[config.mk]
export PLATFORM = sky130hd
export DESIGN_NAME = nibble_demux_bank
export DESIGN_NICKNAME = d
export VERILOG_FILES = /design/src/rtl/nibble_demux_bank.sv
export SDC_FILE = /design/constraint.sdc
export NUM_CORES = 1
export LEC_CHECK = 0
export BUFFER_PORTS_ARGS = -buffer_cell sky130_fd_sc_hd__buf_4
export CAP_MARGIN = 25
export CORE_ASPECT_RATIO = 0.8
export CORE_MARGIN = 4
export CORE_UTILIZATION = 35
export CTS_CLUSTER_DIAMETER = 100
export DETAILED_ROUTE_END_ITERATION = 6
export PLACE_DENSITY = 0.65
export RECOVER_POWER = 25
export SYNTH_ARGS = -nofsm -noshare
export SYNTH_HDL_FRONTEND = slang
export SYNTH_SLANG_ARGS = --single-unit
[constraint.sdc]
create_clock -name clk -period 1.6 [get_ports clk]
set_input_delay 0.08 -clock clk [delete_from_list [all_inputs] [get_ports clk]]
set_output_delay 0.08 -clock clk [all_outputs]
set_load 0.05 [all_outputs]
[src/rtl/nibble_demux_bank.sv]
// nibble_demux_bank: registered 1-to-8 nibble distributor.
// Each accepted word is steered into one of eight held channel registers,
// either by the internal auto pointer or by an explicit channel select.
// Once all eight channels have been written in a frame the block reports
// frame_done and refuses further words until frame_ack.
//
// Handshake: a word transfers on a rising clk edge where in_valid and
// in_ready are both 1. in_ready is combinational from state and frame_ack
// (low in FULL, low while frame_ack is high, low in reset). The producer
// holds in_valid/in_data stable until the transfer happens; in_valid has
// no effect while in_ready is low.
module nibble_demux_bank #(
    parameter int W = 4
) (
    input  logic         clk,
    input  logic         rst_n,
    input  logic         in_valid,
    output logic         in_ready,
    input  logic [W-1:0] in_data,
    input  logic [2:0]   in_sel,
    input  logic         auto,
    input  logic         frame_ack,
    output logic [W-1:0] y0,
    output logic [W-1:0] y1,
    output logic [W-1:0] y2,
    output logic [W-1:0] y3,
    output logic [W-1:0] y4,
    output logic [W-1:0] y5,
    output logic [W-1:0] y6,
    output logic [W-1:0] y7,
    output logic [7:0]   written,
    output logic [2:0]   ptr,
    output logic         frame_done
);

    typedef enum logic {
        FILL = 1'b0,
        FULL = 1'b1
    } state_e;

    state_e       state_q;
    logic [W-1:0] y_q [8];
    logic [7:0]   written_q;
    logic [2:0]   ptr_q;

    logic         accept;
    logic [2:0]   tgt;
    logic [7:0]   written_d;

    // Ready only while filling, with no ack/abort pending, and never in reset.
    assign in_ready = rst_n & (state_q == FILL) & ~frame_ack;
    assign accept   = in_valid & in_ready;

    // Target channel and the written mask that an accepted word would produce.
    always_comb begin
        tgt       = auto ? ptr_q : in_sel;
        written_d = written_q | (8'b0000_0001 << tgt);
    end

    // Frame FSM, channel registers, written mask and auto pointer.
    always_ff @(posedge clk or negedge rst_n) begin
        if (!rst_n) begin
            state_q   <= FILL;
            written_q <= 8'h00;
            ptr_q     <= 3'd0;
            for (int k = 0; k < 8; k++) begin
                y_q[k] <= '0;
            end
        end else begin
            case (state_q)
                FILL: begin
                    if (frame_ack) begin
                        // Abort: forget progress, keep channel data.
                        written_q <= 8'h00;
                        ptr_q     <= 3'd0;
                    end else if (accept) begin
                        y_q[tgt]  <= in_data;
                        written_q <= written_d;
                        if (auto) begin
                            ptr_q <= ptr_q + 3'd1;
                        end
                        if (written_d == 8'hFF) begin
                            state_q <= FULL;
                        end
                    end
                end
                FULL: begin
                    if (frame_ack) begin
                        written_q <= 8'h00;
                        ptr_q     <= 3'd0;
                        state_q   <= FILL;
                    end
                end
                default: state_q <= FILL;
            endcase
        end
    end

    assign y0         = y_q[0];
    assign y1         = y_q[1];
    assign y2         = y_q[2];
    assign y3         = y_q[3];
    assign y4         = y_q[4];
    assign y5         = y_q[5];
    assign y6         = y_q[6];
    assign y7         = y_q[7];
    assign written    = written_q;
    assign ptr        = ptr_q;
    assign frame_done = (state_q == FULL);

endmodule

# Word-level counts from Yosys, hierarchy flattened

Cells that the tools add are included.

Register bits after elaboration: 44
Output and inout port bits: 45
Word-level logic and storage cells: 48

Add/subtract/negate cells: 1
$lt $le $gt $ge: 2
Equal/unequal tests: 4
Shift operators: 1
Mux-type cells: 18
Bitwise operators: 7
Reduce and logical (&&, ||, !) cells: 4

Operators with widths:

| operator            | count |
|---|---|
| $bwmux 32           | 1 |
| $mux 8              | 3 |
| $pmux 8 s2          | 1 |
| $mux 3              | 5 |
| $demux 4 s3         | 1 |
| $eq 8x8->1 const B  | 1 |
| $or 8x8->8          | 1 |
| $shl 1x3->8 const A | 1 |
| $ne 3x3->1 const B  | 2 |
| $pmux 3 s2          | 1 |
| $reduce_and 3->1    | 2 |
| $ge 4x4->1 const B  | 1 |
| $lt 4x1->1 const B  | 1 |
| $mux 1              | 4 |
| $mux 4              | 1 |
| $not 3->4           | 1 |
| $add 3x1->3 const B | 1 |
| $and 1x1->1         | 3 |
| $ne 2x2->1 const B  | 1 |
| $not 1->1           | 2 |
| $pmux 1 s2          | 1 |
| $reduce_and 2->1    | 1 |
| $logic_and 1x1->1   | 1 |

# Logic depth before layout (Yosys ltp)

Word-level depth: 8
Mapped depth: 6

# Least setup slack after synthesis

Ideal clock, no wire load.

Path type: reg-to-reg
From: reg state_q, in the netlist frame_done
To: reg y_q (netlist bit y5[0])
Arrival: 2.001 ns
Data required time: 1.472 ns
Path slack: -0.529 ns
Cell stages (with the launch flop): 6
Path buffers: 0
Period minus slack after synthesis: 2.129 ns
Cell sequence: dfrtp_1 nor3b_4 nand2_4 nor2_2 nand2_2 mux2_1

Word-level cells in the longest chain between the ends: 5

RTL lines:

| element                           | line | text |
|---|---|---|
| from (decl)                       | 41   | `state_e state_q;` |
| from (signal assigned)            | 63   | `state_q <= FILL;` |
| from (signal assigned)            | 83   | `state_q <= FULL;` |
| from (signal assigned)            | 91   | `state_q <= FILL;` |
| $not 1->1 (no source line)        | n/a  |  |
| $and 1x1->1 (2 in a row)          | 51   | `assign in_ready = rst_n & (state_q == FILL) & ~frame_ack;` |
| named net in_ready                | 18   | `output logic in_ready,` |
| $and 1x1->1                       | 52   | `assign accept = in_valid & in_ready;` |
| $reduce_and 3->1 (no source line) | n/a  |  |
| to (signal, indexed assignment)   | 77   | `y_q[tgt] <= in_data;` |
| to (decl)                         | 42   | `logic [W-1:0] y_q [8];` |

The timed path passes the listed nets, and every way through them passes these cells.
A chain may end at the register's enable or synchronous reset.

# Final worst setup path

From: reg state_q, in the netlist frame_done
To: reg y_q (netlist bit y6[2])

Word-level cells in the longest chain between the ends: 5

RTL lines:

| element                             | line |
|---|---|
| $not 1->1 (no source line) *        | n/a |
| $and 1x1->1 (2 in a row)            | 51 |
| $and 1x1->1                         | 52 |
| $reduce_and 3->1 (no source line) * | n/a |

Mark *: on every way between the ends. The rest lies on a longest branch, timed or not.

==> impl_metrics.tcl <==
set metrics [dict create \
    holdCritPathClass "in2reg" \
    syn-num-nets 152 \
    path_buf_inv 1 \
    synth_top_area_cell "dfrtp_1" \
    cts.clk_slew.worst_paths_ns 0.08 \
    async_reset_ff_share_pct 100 \
    powerDensity_nw_per_um2 1220 \
    syn-instance-count 139 \
    peakVddDrop_uv 742 \
    syn_to_final_growth_pct 38.9 \
    hold_viol_final 0 \
    status "finished, final reports clean" \
    drt_iter0_drc 51 \
    total_power_mw 3.35 \
    path_delay_family "simple AND/OR/NAND/NOR gates" \
    antenna_found_initial 0 \
    ys.flop_type "dfrtp_1" \
    cp_data_required_time_ns 1.79 \
    fmaxAchievable_ghz 0.626 \
    clock_power_share_pct 27.5 \
    rows 24 \
    clock_skew_ns 0.00607 \
    ys_seq_elements 44 \
    track_usage_pct 13.8 \
    rr_startpoint "frame_done$_DFF_PN0_" \
    first_pass_iters 4 \
    cts_root_buf "clkbuf_8" \
    synth_top_family_by_area "multiplexers" \
    overflow 0 \
    switching_share_pct 35.2 \
    synth_xor_xnor_area_share_pct 0.444 \
    synthTopCellsByArea "dfrtp_1 (56%), mux2_2 (16%), o32ai_4 (2.8%)" \
    rsz0062_at_grt "true" \
    max_stage_delay_ns 0.44 \
    maxCapViolCount 0 \
    fill_cells 513 \
    finalNonFillerCells 292 \
    worstSetupStartpoint "frame_done$_DFF_PN0_" \
    clock_sinks 44 \
    pwr-share-seq_pct 40.0 \
    grt_max_degree 45 \
    yosysMostFrequentCell "dfrtp_1" \
    timing.setup.tns_ns 0 \
    synth-compound-area-share_pct 11.5 \
    cts_made_buffers 5 \
    portBuffers 56 \
    synth_top_cell_area_share_pct 55.9 \
    critPathLaunchType "register" \
    p_switching_mw 1.18 \
    critical_path_class "reg2reg" \
    die_x_um 91.9 \
    min_from "frame_ack" \
    synth_edf_count 0 \
    power_frac_comb_pct 32.5 \
    timing.final.crit_share_pct 99.9 \
    finalSetupViolations 0 \
    diodes 0 \
    worstPathCellList "nor3b_4, nand2_4, nor3_4, buf_6, mux2_4" \
    netlist_area_sq_um 1970 \
    critPathMaxFanout 4 \
    worstMarginPinSlew_ns 1.08 \
    slew_viol_final 0 \
    synth_warnings 0 \
    nets 226 \
    cts_tree "done" \
    p_int_mw 2.17 \
    multiInputGateArea_sq_um 846 \
    initial_core_util_pct 36.1 \
    critPathCaptureType "register" \
    regArea_sq_um 1100 \
    muxShareOfSynthArea_pct 19.7 \
    grt_pass1_vias 1423 \
    clockBufferDepth 2 \
    synth_common_cells "dfrtp_1 (44), mux2_2 (28), inv_1 (9), a21oi_1 (7), nand2_2 (6)" \
    wl_per_cell_um 15.8 \
    ctsHtreeMaxLevel 2 \
    die_h_um 75.1 \
    gp_congestion 0.840 \
    finish.utilization_pct 50.1 \
    ant_nets 0 \
    ios 57 \
    viasPerCell 4.59 \
    max-slew-margin-rel_pct 28.1 \
    fp.dieArea_sq_um 6900 \
    period_needed_ns 1.60 \
    synthAdderAreaFrac_pct 0.635 \
    drc 0 \
    yosysSeqAreaShare_pct 55.9 \
    leakage_nw 1.37 \
    drt-total-wl_um 4620 \
    place_inst 279 \
    avgSynthCellArea_sq_um 14.2 \
    grt_pass1_wl_um 7360 \
    yosys.area_share.simple_pct 8.57 \
    synth_cell_types 34 \
    arrival_ns 1.78 \
    num_vias 1340 \
    hpwl_um 3460 \
    drive_gt1_share_pct 60.7 \
    clock_latency_ns 0.30 \
    design.core.area_sq_um 5470 \
    cp_slowest_cell "dfrtp_2" \
]
==> worst register-to-register path: stages, from the launching register on <==
cell     delay, ns
dfrtp_2       0.44
nor3b_4       0.24
nand2_4       0.13
nor3_4        0.24
buf_6         0.15
mux2_4        0.29
==> power groups by stage <==
stage / clock [mW] / sequential, mW / combinational (mW)
2_1_floorplan: 0 / 1.87 / 0.202
5_1_grt: 0.987 / 1.36 / 1.13
3_3_place_gp: 0 / 1.36 / 1.07
4_1_cts: 0.946 / 1.34 / 1.08
6_report: 0.921 / 1.34 / 1.09
3_5_place_dp: 0 / 1.36 / 1.08
==> per-stage QoR <==
| step | instance area, sq um | worst slack, ns | hold slack, ns |
|---|---|---|---|
| 2_1_floorplan | 1990 | -0.401 | -0.216 |
| 3_3_place_gp | 2550 | 0.0777 | 0.229 |
| 3_5_place_dp | 2550 | 0.0378 | 0.214 |
| 4_1_cts | 2680 | 0.0215 | 0.0282 |
| 5_1_grt | 2740 | -0.0623 | 0.0420 |
| 6_report | 2740 | 0.00238 | 0.0356 |
==> state kept, by name (all words and copies together) (netlist names), 4 cells and up <==
register / count
y2: 4
y4: 4
y6: 4
y5: 4
y3: 4
written: 8
y7: 4
y1: 4
y0: 4
==> cell type report <==
| cell class | count | area share [%] |
|---|---|---|
| inverter | 11 | 1.51 |
| clock inverter | 1 | 1.10 |
| multi-input combinational | 82 | 30.9 |
| clock buffer | 7 | 3.52 |
| tap | 78 | 3.57 |
| timing repair buffer | 69 | 19.1 |
| sequential | 44 | 40.3 |
==> placed cells by master, fill, tap and decap left out, types with 3 or more instances in the layout <==
cell type and n:
a21oi_1 7, buf_4 66, clkbuf_8 7, dfrtp_1 42
inv_1 9, mux2_2 22, mux2_4 9, nand2_1 5
nand2_2 5, o21ai_0 3
==> cells by family after synthesis <==
family                   Yosys count
AO/OA/AOI/OAI                     23
XOR/XNOR                           1
adder cells (fa/ha/maj)            1
buffers and inverters             13
flip-flops                        44
multiplexers                      34
AND/OR/NAND/NOR                   23
==> path summary, 6_finish.rpt <==
kind                                                to  slack, ns  cells after the start
worst min register to register       y5[0]$_DFFE_PN0P_       0.50                      1
max in group asynchronous           ptr[2]$_DFFE_PN0P_       0.26                      3
worst max register to register       y6[2]$_DFFE_PN0P_      0.002                      5
worst min-delay path            written[0]$_DFFE_PN0P_       0.04                      2
min in group asynchronous           ptr[1]$_DFFE_PN0P_       0.62                      3
worst max-delay path                 y6[2]$_DFFE_PN0P_      0.002                      5
==> metal layers <==
| layer | part of all wire [%] | global-route usage [%] |
|---|---|---|
| met4 | 0.76 | 2.47 |
| met2 | 43 | 21.7 |
| met5 | 0 | 0 |
| met3 | 8.8 | 5.99 |
| met1 | 47 | 18.2 |
==> what timing repair did <==
item	CTS	global route
setup endpoints to repair	0	15
resized for setup	0	7
endpoints found under the hold margin	44	0
hold buffers	1	0
setup buffers	0	4
Power figures use the tool's default switching activity.
